$ cat src/rtl/sb_rx_framer.sv
// USB4 sideband receive framer: deserializes sbrx into bytes, decodes LT/AT transactions,
// removes DLE stuffing and checks the AT CRC-16. Optional idle timeout: SB_RX_TIMEOUT_EN.
module sb_rx_framer #(
    parameter int MAX_AT_BYTES = 8,
    parameter int TIMEOUT_BITS = 40
) (
    input  logic                                  sb_clk,
    input  logic                                  rst,
    input  logic                                  sbrx,
    output logic                                  lt_valid,
    output logic [7:0]                            lt_lse,
    output logic                                  at_valid,
    output logic [$clog2(MAX_AT_BYTES+1)-1:0]     at_len,
    output logic [8*MAX_AT_BYTES-1:0]             at_data,
    output logic                                  at_crc_err,
    output logic                                  frame_err,
    output logic                                  busy
);
    localparam int BUF_N = MAX_AT_BYTES + 2;
    localparam int CNT_W = $clog2(BUF_N + 1);
    localparam int IDX_W = $clog2(BUF_N);
    localparam int LEN_W = $clog2(MAX_AT_BYTES + 1);
    localparam logic [7:0] DLE = 8'hFE;
    localparam logic [7:0] STX = 8'h02;
    localparam logic [7:0] ETX = 8'h40;

    typedef enum logic [1:0] {S_IDLE, S_DATA, S_STOP} sym_state_t;
    typedef enum logic [2:0] {F_HUNT, F_GOT_DLE, F_LT_CLSE, F_AT_BODY, F_AT_DLE, F_AT_END} frm_state_t;

    function automatic logic [15:0] crc16_byte(input logic [15:0] crc_in, input logic [7:0] data);
        logic [15:0] c;
        c = crc_in;
        for (int i = 7; i >= 0; i--) begin
            if (c[15] ^ data[i]) c = {c[14:0], 1'b0} ^ 16'h8005;
            else                 c = {c[14:0], 1'b0};
        end
        return c;
    endfunction

    sym_state_t       sym_state;
    logic [2:0]       bit_cnt;
    logic [7:0]       shift_p0;
    logic [7:0]       sym_byte_p0;
    logic             vld_p0;
    logic             stop_err_p0;

    frm_state_t       frm_state;
    logic [7:0]       lse_q;
    logic [7:0]       buf_q [BUF_N];
    logic [CNT_W-1:0] buf_cnt;
    logic [15:0]      crc_q;

    logic             app_req;
    logic             to_hit;
    logic [IDX_W-1:0] wr_idx, hi_idx, lo_idx;
    logic [8*MAX_AT_BYTES-1:0] payload;
    logic [15:0]      rx_crc;

    // Stage p0: bit sampling and symbol assembly
    always_ff @(posedge sb_clk or negedge rst) begin
        if (!rst) begin
            sym_state   <= S_IDLE;
            bit_cnt     <= 3'd0;
            vld_p0      <= 1'b0;
            stop_err_p0 <= 1'b0;
        end else begin
            vld_p0      <= 1'b0;
            stop_err_p0 <= 1'b0;
            case (sym_state)
                S_IDLE: begin
                    if (!sbrx) begin
                        sym_state <= S_DATA;
                        bit_cnt   <= 3'd0;
                    end
                end
                S_DATA: begin
                    bit_cnt <= bit_cnt + 3'd1;
                    if (bit_cnt == 3'd7) sym_state <= S_STOP;
                end
                S_STOP: begin
                    sym_state <= S_IDLE;
                    if (sbrx) vld_p0      <= 1'b1;
                    else      stop_err_p0 <= 1'b1;
                end
                default: sym_state <= S_IDLE;
            endcase
        end
    end

    always_ff @(posedge sb_clk) begin
        if (sym_state == S_DATA) shift_p0 <= {sbrx, shift_p0[7:1]};
        if (sym_state == S_STOP && sbrx) sym_byte_p0 <= shift_p0;
    end

    always_comb begin
        app_req = vld_p0 && (((frm_state == F_AT_BODY) && (sym_byte_p0 != DLE)) ||
                             ((frm_state == F_AT_DLE)  && (sym_byte_p0 == DLE)));
        wr_idx  = IDX_W'(buf_cnt);
        hi_idx  = IDX_W'(buf_cnt - CNT_W'(2));
        lo_idx  = IDX_W'(buf_cnt - CNT_W'(1));
        rx_crc  = {buf_q[hi_idx], buf_q[lo_idx]};
        payload = '0;
        for (int i = 0; i < MAX_AT_BYTES; i++) begin
            if (i + 2 < int'(buf_cnt)) payload[8*i +: 8] = buf_q[i];
        end
    end

`ifdef SB_RX_TIMEOUT_EN
    localparam int TO_W = $clog2(TIMEOUT_BITS + 1);
    logic [TO_W-1:0] to_cnt;
    logic            to_idle;

    assign to_idle = ((frm_state == F_AT_BODY) || (frm_state == F_AT_DLE)) &&
                     (sym_state == S_IDLE) && sbrx;
    assign to_hit  = to_idle && (to_cnt == TO_W'(TIMEOUT_BITS - 1));

    always_ff @(posedge sb_clk or negedge rst) begin
        if (!rst)                   to_cnt <= '0;
        else if (to_idle && !to_hit) to_cnt <= to_cnt + TO_W'(1);
        else                        to_cnt <= '0;
    end
`else
    assign to_hit = 1'b0;
`endif

    // Stage p1: frame decode, de-stuffing, CRC and transaction outputs
    always_ff @(posedge sb_clk or negedge rst) begin
        if (!rst) begin
            frm_state  <= F_HUNT;
            lse_q      <= 8'h00;
            buf_cnt    <= '0;
            crc_q      <= 16'hFFFF;
            lt_valid   <= 1'b0;
            lt_lse     <= 8'h00;
            at_valid   <= 1'b0;
            at_len     <= '0;
            at_data    <= '0;
            at_crc_err <= 1'b0;
            frame_err  <= 1'b0;
            for (int i = 0; i < BUF_N; i++) buf_q[i] <= 8'h00;
        end else begin
            lt_valid   <= 1'b0;
            at_valid   <= 1'b0;
            at_crc_err <= 1'b0;
            frame_err  <= 1'b0;
            if (stop_err_p0 || to_hit) begin
                frame_err <= 1'b1;
                frm_state <= F_HUNT;
            end else begin
                case (frm_state)
                    F_HUNT: begin
                        if (vld_p0 && sym_byte_p0 == DLE) frm_state <= F_GOT_DLE;
                    end
                    F_GOT_DLE: begin
                        if (vld_p0) begin
                            if (sym_byte_p0 == STX) begin
                                frm_state <= F_AT_BODY;
                                buf_cnt   <= '0;
                                crc_q     <= 16'hFFFF;
                            end else if (sym_byte_p0 != DLE) begin
                                lse_q     <= sym_byte_p0;
                                frm_state <= F_LT_CLSE;
                            end
                        end
                    end
                    F_LT_CLSE: begin
                        if (vld_p0) begin
                            frm_state <= F_HUNT;
                            if (sym_byte_p0 == ~lse_q) begin
                                lt_valid <= 1'b1;
                                lt_lse   <= lse_q;
                            end else begin
                                frame_err <= 1'b1;
                            end
                        end
                    end
                    F_AT_BODY: begin
                        if (vld_p0 && sym_byte_p0 == DLE) frm_state <= F_AT_DLE;
                    end
                    F_AT_DLE: begin
                        if (vld_p0) begin
                            if (sym_byte_p0 == DLE) begin
                                frm_state <= F_AT_BODY;
                            end else if (sym_byte_p0 == ETX) begin
                                frm_state <= F_AT_END;
                            end else if (sym_byte_p0 == STX) begin
                                frm_state <= F_AT_BODY;
                                buf_cnt   <= '0;
                                crc_q     <= 16'hFFFF;
                            end else begin
                                frame_err <= 1'b1;
                                frm_state <= F_HUNT;
                            end
                        end
                    end
                    F_AT_END: begin
                        frm_state <= F_HUNT;
                        if (buf_cnt < CNT_W'(3)) begin
                            frame_err <= 1'b1;
                        end else begin
                            at_valid   <= 1'b1;
                            at_len     <= LEN_W'(buf_cnt - CNT_W'(2));
                            at_data    <= payload;
                            at_crc_err <= (crc_q != rx_crc);
                        end
                    end
                    default: frm_state <= F_HUNT;
                endcase
                // CRC lags the buffer by two bytes so the trailing CRC bytes never enter it
                if (app_req) begin
                    if (buf_cnt == CNT_W'(BUF_N)) begin
                        frame_err <= 1'b1;
                        frm_state <= F_HUNT;
                    end else begin
                        buf_q[wr_idx] <= sym_byte_p0;
                        buf_cnt       <= buf_cnt + CNT_W'(1);
                        if (buf_cnt >= CNT_W'(2)) crc_q <= crc16_byte(crc_q, buf_q[hi_idx]);
                    end
                end
            end
        end
    end

    assign busy = (sym_state != S_IDLE) || (frm_state != F_HUNT);

endmodule
$ cat config.mk
export PLATFORM = sky130hd
export DESIGN_NAME = sb_rx_framer
export DESIGN_NICKNAME = d
export VERILOG_FILES = /design/src/rtl/sb_rx_framer.sv
export SDC_FILE = /design/constraint.sdc
export NUM_CORES = 1
export LEC_CHECK = 0
export CAP_MARGIN = 20
export CORE_ASPECT_RATIO = 0.9
export CORE_MARGIN = 4
export CORE_UTILIZATION = 50
export DETAILED_ROUTE_END_ITERATION = 8
export PLACE_DENSITY_LB_ADDON = 0.25
export SLEW_MARGIN = 15
export SYNTH_ARGS = -nofsm -noshare
export SYNTH_HDL_FRONTEND = slang
export SYNTH_SLANG_ARGS = --single-unit
$ cat constraint.sdc
create_clock -name sb_clk -period 8.3 [get_ports sb_clk]
set_input_delay 2.075 -clock sb_clk [delete_from_list [all_inputs] [get_ports sb_clk]]
set_output_delay 2.075 -clock sb_clk [all_outputs]
set_load 0.005 [all_outputs]
Word level (Yosys, flattened, before mapping)
Cells that the tools add are included.

operators by class
  add/sub/neg operators = 4
  multiply operators = 0
  divide/modulo/power cells = 0
  order comparisons = 14
  equal/unequal tests = 17
  shift operators = 0
  mux-type cells = 114
  bitwise logic cells = 24
  reductions and logical operators = 19

operators with widths
  kind                                                                          number
  16-bit 2-to-1 mux                                                             44
  8-bit 2-to-1 mux                                                              13
  80-bit bitwise mux                                                            1
  8-bit binary-select mux with 4-bit select                                     2
  3-bit 2-to-1 mux                                                              13
  8-bit demux with 4-bit select                                                 1
  16-bit case mux with 2 select lines                                           1
  4-bit 2-to-1 mux                                                              7
  1-bit 2-to-1 mux                                                              24
  3-bit inverter                                                                8
  3-bit by 4-bit less-than comparator with 1-bit output (first input constant)  4
  16-bit != test                                                                1
  5-bit greater-or-equal comparator (second input constant)                     3
  4-bit inverter with 5-bit output                                              3
  3-bit case mux with 5 select lines                                            1
  3-bit equality test (second input constant)                                   3
  8-bit by 2-bit equality test with 1-bit output (second input constant)        1
  8-bit by 7-bit equality test with 1-bit output (second input constant)        1
  8-bit equality test                                                           1
  8-bit equality test (second input constant)                                   1
  2-bit by 4-bit less-than comparator with 1-bit output (first input constant)  2
  4-bit less-than comparator (first input constant)                             2
  8-bit != test (second input constant)                                         1
  8-bit inverter                                                                1
  other kinds (30)                                                              53

word-level totals
  flip-flop bits (word level) = 214
  latch bits = 0
  bits in writable memories = 0
  ROM bits = 0
  input port bits = 3
  output and inout port bits = 81
  logic and storage cells = 219
  memories kept = 0

Logic depth before layout (Yosys ltp)
Gate-level depths: netlist of run 1.

  depth after elaboration = 52
  depth in mapped cells = 16
  gate-level depth less buffers = 11

Worst setup path after synthesis of run 1
OpenSTA, ideal clock, no wires.

  kind = register to register
  start point = register buf_cnt[0]
  end point = register at_crc_err
  library setup time = 0.136 ns
  data arrival time = 3.972 ns
  data required time = 8.164 ns
  path slack = 4.193 ns
  cell stages (with the launch flop) = 17
  buffers on the path = 6
  period minus slack after synthesis = 4.107 ns
  path through = dfrtp_1 -> buf_6 -> buf_8 -> buf_6 -> clkbuf_1 -> buf_1 -> inv_1 -> ha_1 -> clkbuf_1 -> mux4_2 -> mux2i_1 -> nor2_1 -> a41o_1 -> xnor2_1 -> nand4_1 -> nor4_1 -> a31oi_1

between the ends
  longest elaborated chain between the ends = 9
  elaborated cells on any way between the ends = 15
  those cells by class = 2 x add/sub; 1 x order compare; 1 x eq/ne; 9 x mux; 2 x bitwise

RTL lines
  what                                                                                                        line     text
  start, declared                                                                                             50       logic [CNT_W-1:0] buf_cnt;
  start signal, assigned                                                                                      216      buf_cnt <= buf_cnt + CNT_W'(1);
  4-bit by 1-bit subtractor with 4-bit output or 4-bit by 2-bit subtractor with 4-bit output (tied branches)  100, 99
  4-bit inverter with 5-bit output (not written as such)                                                      101      rx_crc = {buf_q[hi_idx], buf_q[lo_idx]};
  8-bit binary-select mux with 4-bit select                                                                   101
  8-bit 2-to-1 mux (not written as such) (2 in series)                                                        101
  16-bit != test                                                                                              204      at_crc_err <= (crc_q != rx_crc);
  1-bit 2-to-1 mux *                                                                                          198      if (buf_cnt < CNT_W'(3)) begin
  1-bit 2-to-1 mux *                                                                                          150      case (frm_state)
  1-bit 2-to-1 mux *                                                                                          146      if (stop_err_p0 || to_hit) begin
  end signal, assigned                                                                                        204
  end, declared                                                                                               15       output logic at_crc_err,

Mark *: on every way between the ends. The rest lies on a longest branch, timed or not. The select of a mux whose other input is x is not followed.
A chain may end at the register's enable or synchronous reset.

Worst setup path after layout of run 1
  start point = register buf_cnt[1]
  end point = register crc_q[15]

between the ends
  longest elaborated chain between the ends = 52
  elaborated cells on any way between the ends = 54
  those cells by class = 1 x add/sub; 1 x order compare; 1 x eq/ne; 42 x mux; 9 x bitwise

RTL lines
  what                                                      line  text
  4-bit by 2-bit subtractor with 4-bit output *             99    hi_idx = IDX_W'(buf_cnt - CNT_W'(2));
  named net hi_idx[1]                                       55    logic [IDX_W-1:0] wr_idx, hi_idx, lo_idx;
  4-bit inverter with 5-bit output (not written as such) *  217   if (buf_cnt >= CNT_W'(2)) crc_q <= crc16_byte(crc_q, buf_q[hi_idx]);
  8-bit binary-select mux with 4-bit select *               217
  8-bit 2-to-1 mux (not written as such) * (2 in series)    217
  1-bit bitwise XOR                                         34    if (c[15] ^ data[i]) c = {c[14:0], 1'b0} ^ 16'h8005;
  16-bit 2-to-1 mux                                         34
  16-bit 2-to-1 mux                                         217
  [... 36 more ...]                                         n/a
  16-bit 2-to-1 mux                                         211   if (buf_cnt == CNT_W'(BUF_N)) begin
  16-bit 2-to-1 mux                                         210   if (app_req) begin
  16-bit 2-to-1 mux                                         146
  1-bit bitwise XOR *                                       34
  16-bit 2-to-1 mux *                                       34
  16-bit 2-to-1 mux *                                       217
  16-bit 2-to-1 mux *                                       211
  16-bit 2-to-1 mux *                                       210
  end signal, assigned                                      217
  end, declared                                             51    logic [15:0] crc_q;

Mark *: on every way through the listed nets, which the timed path passes. The rest lies on a longest branch. The select of a mux whose other input is x is not followed.

==> results.py, run 1 <==
metrics = {
    "detailed_routing": {
        "antenna_left": 0,
        "dr.pass1.iters": 5,
        "vias": 7097,
        "first_iter_violations": 631,
        "wire_per_inst_microns": 20.36,
        "drcViolationCount": 0,
        "drt_wl_total_microns": 25030,
        "vias_per_cell": 5.775,
    },
    "power": {
        "p_sw_uw": 491.3,
        "power.leakage_uw": 0.005275,
        "powerDensity_mw_per_mm2": 182.6,
        "p_seq_share_pct": 51.7,
        "ir_drop_uv": 183.2,
        "p_int_uw": 1718,
        "switching_share_pct": 22.24,
        "p_comb_share_pct": 4.3,
        "p_clk_share_pct": 44.0,
    },
    "timing": {
        "period_needed_ns": 4.697,
        "setup_tns_ns": 0,
        "rsz0062_at_grt": "no",
        "setup_violations": 0,
        "slew_headroom_pct": 36.55,
        "tightest_slew_ns": 0.9517,
        "hold_slack_ns": 0.4303,
        "timing.final.hold_violations": 0,
        "fin_crit_sh_pct": 56.59,
        "final_max_slew_viol_count": 0,
        "fmax_mhz": 212.9,
        "finClkSkew_ns": 0.01162,
    },
    "worst_setup_path": {
        "critPathCaptureType": "flop",
        "cp_top_family": "XOR/XNOR gates",
        "slowest_stage": "ha_1",
        "worst_path_largest_cell_delay_ns": 0.91,
        "critPathKind": "reg -> reg",
        "r2r-start": "buf_cnt[1]$_DFFE_PN0N_",
        "reg2regPathDepth": 11,
        "worstPathArrival_ns": 5.12,
        "path_buf_inv": 1,
        "start_kind": "flop",
        "crit_required_ns": 8.72,
        "cp_cell_sequence": "clkinv_1 > ha_1 > mux4_2 > mux2_4 > a21oi_4 > xnor2_2 > xnor3_2 > xnor2_2 > mux2_4 > o2bb2ai_2 > a211oi_2",
        "r2r_setup_slack_ns": 3.60,
        "timing.rr.end": "crc_q[15]$_DFFE_PN1N_",
        "crit_path_max_fanout": 19,
    },
    "grt": {
        "grt_pass1_vias": 7109,
        "grt_antenna_before_repair": 0,
        "overflow": 0,
        "grt_pass1_wl_microns": 40410,
        "grt_usage_pct": 22.05,
        "grt_max_degree": 119,
    },
    "logic_synthesis": {
        "syn_inst": 895,
        "syn-mean-instance-area_sq_um": 11.58,
        "ys_seq_area_share_pct": 52.65,
        "synth_top_area_share_pct": 43.96,
        "ys.flop_type": "dfrtp_1",
        "ys_ff_latch": 214,
        "synth_cell_types": 59,
        "synthesis.area_sq_mm": 0.01036,
        "synth_edf_count": 16,
        "syn_nets": 909,
        "yosys.cell_count.top_type": "nand2_1",
        "yosysWarnings": 0,
        "synth-async-reset-ratio_pct": 92.52,
        "synth_common_cells": "nand2_1, dfrtp_1, mux2_2",
        "yosysTopAreaCell": "dfrtp_1",
        "synth.area.top_cells": "dfrtp_1, mux2_2, nand2_1, mux4_2, edfxtp_1",
    },
    "clocking": {
        "clkTransAtPathRegs_ns": 0.06,
        "clk_latency_ns": 0.51,
        "cts.path.max_buffers": 3,
        "cts_buffers": 22,
        "htree_levels": 1,
        "ctsHoldBuffers": 0,
        "cts_setup_buffers": 0,
        "cts_resized": 0,
        "root_buffer": "clkbuf_16",
        "clock-sinks": 214,
        "cts_tree": "yes",
    },
    "placement": {
        "port_buffers": 83,
        "gp_congestion": 0.9009,
        "post-dp-hpwl_microns": 16990,
    },
    "floorplan": {
        "die_width_microns": 159.7,
        "core_sq_mm": 0.02017,
        "dieArea_sq_mm": 0.02309,
        "num_io_pins": 84,
        "rows": 49,
        "start_util_pct": 51.37,
        "chipHeight_microns": 144.6,
    },
    "finish": {
        "nets": 971,
        "drive_above_1_share_pct": 20.76,
        "area_growth_pct": 16.74,
    },
    "worst_hold_path": {
        "worstHoldEndpoint": "sym_byte_p0[0]$_DFFE_PP_",
        "min-delay-start": "shift_p0[0]$_DFFE_PP_",
        "hold_path.class": "reg -> reg",
        "hold_depth": 0,
    },
    "run_status": {
        "outcome": "completed",
    },
    "run": {
        "maxCapViolations": 0,
    },
}
==> sequential cells by signal (all words and copies together), names as in the netlist <==
signal       flops
at_len           4
buf_q           80
buf_cnt          4
sym_byte_p0      8
vld_p0           1
shift_p0         8
lse_q            8
at_crc_err       1
stop_err_p0      1
bit_cnt          3
sym_state        2
lt_lse           8
at_data         64
crc_q           16
at_valid         1
frame_err        1
frm_state        3
lt_valid         1
==> final cells by class <==
type	instances	area, sq um
Clock buffer	34	646.9
Fill cell	1642	8075
Antenna cell	1	2.502
Sequential cell	214	5456
Multi-Input combinational cell	619	4656
Timing Repair Buffer	91	914.6
Inverter	9	33.78
Clock inverter	6	66.31
Tap cell	255	319.1
==> cell usage in the layout, fill, tap and decap left out, types with 3 or more instances in the layout <==
cell type	n
o22ai_1	7
edfxtp_1	16
buf_4	7
o22a_1	6
ha_1	10
clkbuf_8	4
xor2_1	16
mux4_2	25
clkinv_2	4
clkbuf_1	8
nor2b_1	4
nor3_1	12
dfstp_2	16
xnor2_2	4
a21o_1	4
nand2_1	188
a31oi_1	6
clkbuf_16	23
mux2i_1	22
o21ai_0	77
inv_1	6
nand3_1	6
xnor2_1	18
nand4_1	7
or2_2	4
nor4_1	4
mux2_2	97
a21oi_1	21
nor2_1	34
clkdlybuf4s50_1	82
dfrtp_1	181
clkinv_1	3
nand2b_1	3
mux4_1	7
==> metrics by stage <==
stage / setup slack, ns / power (uW) / area [sq um] / instances / util, %
detailed placement: 3.651 / 1256 / 11350 / 1187 / 56.27
CTS: 3.639 / 2232 / 12060 / 1227 / 59.80
global placement: 3.795 / 1252 / 11340 / 1186 / 56.23
floorplan: 4.193 / 1210 / 10360 / 895 / -
finish: 3.603 / 2209 / 12100 / 1229 / 59.97
global route: 3.351 / 2301 / 12090 / 1228 / 59.95
==> cell families after synthesis <==
group	after synthesis	synth area share (%)
AO/OA/AOI/OAI	140	7.970
multiplexers	153	20.17
flip-flops	214	52.65
adder cells (fa/ha/maj)	11	1.328
XOR/XNOR	42	4.311
buffers and inverters	62	2.548
AND/OR/NAND/NOR	273	11.03
==> power groups by stage <==
stage | Sequential (uW) | Combinational, uW | Clock [uW]
global route | 1150 | 114 | 1040
global placement | 1160 | 93.6 | 0
CTS | 1140 | 96.0 | 993
floorplan | 1140 | 67.7 | 0
finish | 1140 | 94.5 | 972
detailed placement | 1160 | 95.0 | 0
==> how the worst max path moves through the flow <==
stage | startpoint | to | slack (ns) | depth (start not counted)
6_report | buf_cnt[1]$_DFFE_PN0N_ | crc_q[15]$_DFFE_PN1N_ | 3.60 | 11
5_1_grt | buf_cnt[1]$_DFFE_PN0N_ | crc_q[15]$_DFFE_PN1N_ | 3.35 | 11
4_1_cts | buf_cnt[1]$_DFFE_PN0N_ | crc_q[15]$_DFFE_PN1N_ | 3.64 | 11
3_5_place_dp | buf_cnt[1]$_DFFE_PN0N_ | crc_q[15]$_DFFE_PN1N_ | 3.65 | 11
3_3_place_gp | buf_cnt[1]$_DFFE_PN0N_ | crc_q[15]$_DFFE_PN1N_ | 3.80 | 11
2_1_floorplan | buf_cnt[0]$_DFFE_PN0N_ | at_crc_err$_DFF_PN0_ | 4.19 | 16
==> layer usage <==
| layer | track usage [%] | share of wire (%) | up-vias |
|---|---|---|---|
| li1 | - | - | 3292 |
| met4 | 3.927 | 1.7 | 0 |
| met5 | 0 | 0 | - |
| met1 | 33.48 | 48 | 3523 |
| met3 | 5.016 | 7.3 | 31 |
| met2 | 33.16 | 43 | 251 |
Power figures use the tool's default switching activity.
==> run 2: changes to the inputs <==
- clock period: 8.3 -> 4.6 ns (I/O delays scaled with it)
==> run 2 against run 1 <==
  * Non-clock buffer count up 12
  * Sequential cell count unchanged
  * Count of clock-buffer cells in the layout unchanged
  * Total power rose by 79%
  * Cell area rose by 0.40%
  * Via count increased by 0.41%
  * Critical path type unchanged
==> results.py, run 2 (synthesis results as in run 1) <==
metrics = {
    "run_status": {
        "outcome": "completed",
    },
    "grt": {
        "grt_antenna_before_repair": 0,
        "grt_pass1_vias": 7062,
        "grt_max_degree": 101,
        "overflow": 0,
        "grt_usage_pct": 22.64,
        "grt_pass1_wl_microns": 41010,
    },
    "detailed_routing": {
        "vias": 7126,
        "dr.pass1.iters": 5,
        "vias_per_cell": 5.756,
        "drcViolationCount": 0,
        "drt_wl_total_microns": 25540,
        "antenna_left": 0,
        "first_iter_violations": 548,
        "wire_per_inst_microns": 20.63,
    },
    "timing": {
        "final_max_slew_viol_count": 0,
        "setup_tns_ns": 0,
        "setup_violations": 0,
        "period_needed_ns": 3.814,
        "finClkSkew_ns": 0.01679,
        "slew_headroom_pct": 42.00,
        "timing.final.hold_violations": 0,
        "tightest_slew_ns": 0.8667,
        "fmax_mhz": 262.2,
        "rsz0062_at_grt": "no",
        "fin_crit_sh_pct": 82.91,
    },
    "finish": {
        "reg_top3": "buf_q: 80 flops, at_data: 64 flops, crc_q: 16 flops",
        "final_common_cell": "nand2_1",
        "drive_above_1_share_pct": 21.36,
        "design_area_sq_mm": 0.01214,
        "nets": 983,
        "top_register": "buf_q",
        "layout_common_cells": "nand2_1, dfrtp_1, mux2_2",
        "area_growth_pct": 17.21,
        "diodes": 0,
        "largest_reg_flops": 80,
    },
    "run": {
        "maxCapViolations": 0,
    },
    "clocking": {
        "clk_latency_ns": 0.52,
        "ctsHoldBuffers": 0,
        "cts.path.max_buffers": 3,
        "root_buffer": "clkbuf_16",
        "cts_tree": "yes",
        "cts_resized": 0,
        "cts_buffers": 22,
        "htree_levels": 1,
        "clkTransAtPathRegs_ns": 0.06,
        "cts_setup_buffers": 0,
        "clock-sinks": 214,
    },
    "placement": {
        "placed_area_sq_mm": 0.01146,
        "post-dp-hpwl_microns": 17820,
        "gp_congestion": 0.9564,
        "port_buffers": 83,
    },
    "worst_setup_path": {
        "worstPathArrival_ns": 4.22,
        "critPathCaptureType": "flop",
        "start_kind": "flop",
        "critPathKind": "reg -> reg",
        "crit_path_max_fanout": 12,
        "crit_required_ns": 5.01,
    },
    "floorplan": {
        "start_util_pct": 51.37,
        "die_width_microns": 159.7,
        "chipHeight_microns": 144.6,
        "core_sq_mm": 0.02017,
        "num_io_pins": 84,
        "dieArea_sq_mm": 0.02309,
        "rows": 49,
    },
    "power": {
        "ir_drop_uv": 263.5,
        "powerDensity_mw_per_mm2": 325.4,
        "power.leakage_uw": 0.005311,
    },
    "worst_hold_path": {
        "hold_path.class": "reg -> reg",
    },
}
==> run 2: cell count changes in the layout (fill, tap and decap cells not counted) <==
| cell | previous run | this run |
|---|---|---|
| buf_4 | 7 | 19 |
| clkinv_2 | 4 | 1 |
| buf_12 | 0 | 1 |
| buf_16 | 1 | 0 |
| clkbuf_1 | 8 | 9 |
| clkbuf_16 | 23 | 22 |
| clkinvlp_4 | 0 | 1 |
| diode_2 | 1 | 0 |
| ha_1 | 10 | 11 |
| ha_2 | 1 | 0 |
==> run 2: final timing paths <==
kind / start / end / slack (ns) / cells after the start
min in group asynchronous: rst / at_data[56]$_DFFE_PN0P_ / 0.71 / 1
max in group asynchronous: rst / buf_q[66]$_DFFE_PN0P_ / 2.96 / 2
min reg2reg: shift_p0[0]$_DFFE_PP_ / sym_byte_p0[0]$_DFFE_PP_ / 0.45 / 0
max reg2reg: buf_cnt[2]$_DFFE_PN0N_ / crc_q[15]$_DFFE_PN1N_ / 0.79 / 12
max: buf_cnt[2]$_DFFE_PN0N_ / crc_q[15]$_DFFE_PN1N_ / 0.79 / 12
min: shift_p0[0]$_DFFE_PP_ / sym_byte_p0[0]$_DFFE_PP_ / 0.45 / 0
==> run 2: power by group <==
part           total [uW]  internal, uW  switching, uW
clock network        1720           992            726
logic                 175          71.1            104
registers            2060          2000           58.2
total                3950          3060            888
==> run 2: metal layers <==
layer	up-vias	part of all wire [%]	track usage, %
li1	3309	-	-
met1	3516	46	32.95
met2	252	44	34.68
met3	49	7.3	5.842
met4	0	2.3	5.160
met5	-	0	0
==> run 2: metrics by stage <==
step / cells / setup WS, ns / total power, uW / hold slack (ns) / util [%]
CTS: 1238 / 0.8169 / 3993 / 0.4405 / 60.21
floorplan: 895 / 0.4927 / 2183 / 0.4003 / -
finish: 1238 / 0.7861 / 3952 / 0.4452 / 60.21
global placement: 1200 / 0.9044 / 2264 / 0.4017 / 56.81
global route: 1238 / 0.4797 / 4111 / 0.4601 / 60.21
detailed placement: 1200 / 0.8244 / 2273 / 0.4264 / 56.81
==> run 2: layout make-up <==
| cell class | count | area, sq um |
|---|---|---|
| clock buffers | 34 | 625.6 |
| clock inverters | 4 | 58.81 |
| fillers | 1645 | 8026 |
| inverters | 9 | 33.78 |
| multi-input cells | 619 | 4653 |
| flip-flops and latches | 214 | 5456 |
| well taps | 255 | 319.1 |
| repair buffers | 103 | 997.2 |
==> run 2: worst max-delay path, cell delays in order (launching register included) <==
cell,delay [ns]
dfrtp_1,0.47
clkinv_1,0.29
ha_1,0.65
buf_4,0.25
mux4_2,0.29
mux2_2,0.28
a21oi_1,0.18
xnor2_1,0.27
xor2_2,0.33
xor2_1,0.37
nand4_1,0.14
o211ai_1,0.14
a211oi_2,0.05
==> run 3: changes to the inputs <==
- clock period: 4.6 -> 4 ns (I/O delays scaled with it)
==> run 3 against run 2 <==
  * Clock power grew 43%
  * Cell area grew 2.2%
  * Non-clock buffer count grew 6
  * Global-route usage is essentially flat
  * Sequential share of layout area shrank 0.98 points
==> results.py, run 3 (synthesis results as in run 1) <==
metrics = {
    "floorplan": {
        "chipHeight_microns": 144.6,
        "die_width_microns": 159.7,
        "start_util_pct": 51.37,
        "dieArea_sq_mm": 0.02309,
        "num_io_pins": 84,
        "rows": 49,
        "core_sq_mm": 0.02017,
    },
    "timing": {
        "slew_headroom_pct": 34.20,
        "fin_crit_sh_pct": 89.64,
        "final_max_slew_viol_count": 0,
        "setup_tns_ns": 0,
        "setup_violations": 0,
        "timing.final.hold_violations": 0,
        "tightest_slew_ns": 0.9800,
        "period_needed_ns": 3.586,
        "finClkSkew_ns": 0.02117,
        "rsz0062_at_grt": "no",
        "fmax_mhz": 278.9,
    },
    "worst_setup_path": {
        "critPathKind": "reg -> reg",
        "worstPathArrival_ns": 4.01,
        "crit_required_ns": 4.42,
        "critPathCaptureType": "flop",
        "crit_path_max_fanout": 10,
        "start_kind": "flop",
    },
    "grt": {
        "grt_max_degree": 79,
        "grt_usage_pct": 22.66,
        "grt_pass1_vias": 7261,
        "overflow": 0,
        "grt_antenna_before_repair": 0,
        "grt_pass1_wl_microns": 41250,
    },
    "clocking": {
        "cts_buffers": 22,
        "htree_levels": 1,
        "cts_resized": 0,
        "ctsHoldBuffers": 0,
        "cts_setup_buffers": 0,
        "root_buffer": "clkbuf_16",
        "cts.path.max_buffers": 3,
        "clk_latency_ns": 0.52,
        "clock-sinks": 214,
        "clkTransAtPathRegs_ns": 0.07,
        "cts_tree": "yes",
    },
    "placement": {
        "post-dp-hpwl_microns": 17570,
        "port_buffers": 83,
        "placed_area_sq_mm": 0.01153,
        "gp_congestion": 0.9403,
    },
    "power": {
        "p_sw_uw": 1073,
        "p_int_uw": 3971,
        "power.leakage_uw": 0.005446,
        "powerDensity_mw_per_mm2": 406.3,
        "p_clk_share_pct": 48.8,
        "switching_share_pct": 21.27,
        "p_comb_share_pct": 4.3,
        "p_seq_share_pct": 46.9,
        "ir_drop_uv": 405.6,
    },
    "finish": {
        "design_area_sq_mm": 0.01242,
        "top_register": "buf_q",
        "drive_above_1_share_pct": 22.81,
        "final_common_cell": "nand2_1",
        "reg_top3": "buf_q: 80 flops, at_data: 64 flops, crc_q: 16 flops",
        "largest_reg_flops": 80,
        "layout_common_cells": "nand2_1, dfrtp_1, mux2_2",
        "diodes": 0,
        "nets": 989,
        "area_growth_pct": 19.83,
    },
    "detailed_routing": {
        "vias_per_cell": 5.768,
        "drcViolationCount": 0,
        "vias": 7187,
        "antenna_left": 0,
        "wire_per_inst_microns": 20.37,
        "drt_wl_total_microns": 25380,
        "dr.pass1.iters": 8,
        "first_iter_violations": 525,
    },
    "run_status": {
        "outcome": "completed",
    },
    "worst_hold_path": {
        "hold_path.class": "reg -> reg",
    },
    "run": {
        "maxCapViolations": 0,
    },
}
run 3: changes by cell type in the layout (fill, tap and decap cells not counted):
cell	change
clkinv_2	+1
buf_4	+4
clkinv_1	+1
buf_12	+2
inv_6	+1
bufinv_16	+7
clkinvlp_4	+1
clkbuf_1	-9
run 3: power groups by stage:
stage	registers, uW	clock network [uW]	logic (uW)
after detailed placement	2400	0	217
after global routing	2370	2590	246
after floorplan	2370	0	141
final	2360	2460	216
after CTS	2360	2500	222
after global placement	2400	0	208
run 3: worst max-delay path: stages, from the launching register on:
cell and delay [ns]:
dfrtp_1 0.49, clkinv_1 0.14, ha_1 0.51, buf_4 0.25, nand2_1 0.15, nor3_1 0.35
a21oi_4 0.06, xnor2_2 0.25, xnor3_2 0.54, xnor2_2 0.27, mux2_4 0.20, o2bb2ai_2 0.06
a211oi_2 0.22
run 3: worst paths after layout:
| kind | startpoint | endpoint | slack [ns] | cells after the start |
|---|---|---|---|---|
| max | buf_cnt[2]$_DFFE_PN0N_ | crc_q[15]$_DFFE_PN1N_ | 0.41 | 12 |
| min | shift_p0[0]$_DFFE_PP_ | sym_byte_p0[0]$_DFFE_PP_ | 0.44 | 0 |
| max reg2reg | buf_cnt[2]$_DFFE_PN0N_ | crc_q[15]$_DFFE_PN1N_ | 0.41 | 12 |
| min reg2reg | shift_p0[0]$_DFFE_PP_ | sym_byte_p0[0]$_DFFE_PP_ | 0.44 | 0 |
| max in group asynchronous | rst | crc_q[11]$_DFFE_PN1N_ | 2.66 | 2 |
| min in group asynchronous | rst | at_data[46]$_DFFE_PN0P_ | 0.52 | 1 |
run 3: layer usage:
layer / vias to the layer above / global-route usage [%] / routed length, microns
li1: 3332 / - / -
met1: 3556 / 32.87 / 11640
met2: 247 / 34.24 / 10940
met3: 52 / 5.586 / 2017
met4: 0 / 6.758 / 782
met5: - / 0 / 0
run 3: through the flow:
step / instances / power, uW / utilization, % / hold WS [ns] / setup slack (ns)
CTS: 1246 / 5090 / 61.55 / 0.4413 / 0.4298
detailed placement: 1206 / 2617 / 57.16 / 0.4262 / 0.4639
global route: 1246 / 5208 / 61.55 / 0.4482 / 0.1940
floorplan: 895 / 2511 / - / 0.4003 / 0.1520
global placement: 1206 / 2607 / 57.16 / 0.4146 / 0.5987
finish: 1246 / 5044 / 61.55 / 0.4350 / 0.4144
run 3: layout make-up:
| type | count | area, sq um |
|---|---|---|
| Fill cell | 1629 | 7755 |
| Sequential cell | 214 | 5456 |
| Multi-Input combinational cell | 619 | 4653 |
| Timing Repair Buffer | 109 | 1067 |
| Clock buffer | 25 | 591.8 |
| Tap cell | 255 | 319.1 |
| Clock inverter | 15 | 294.0 |
| Inverter | 9 | 33.78 |
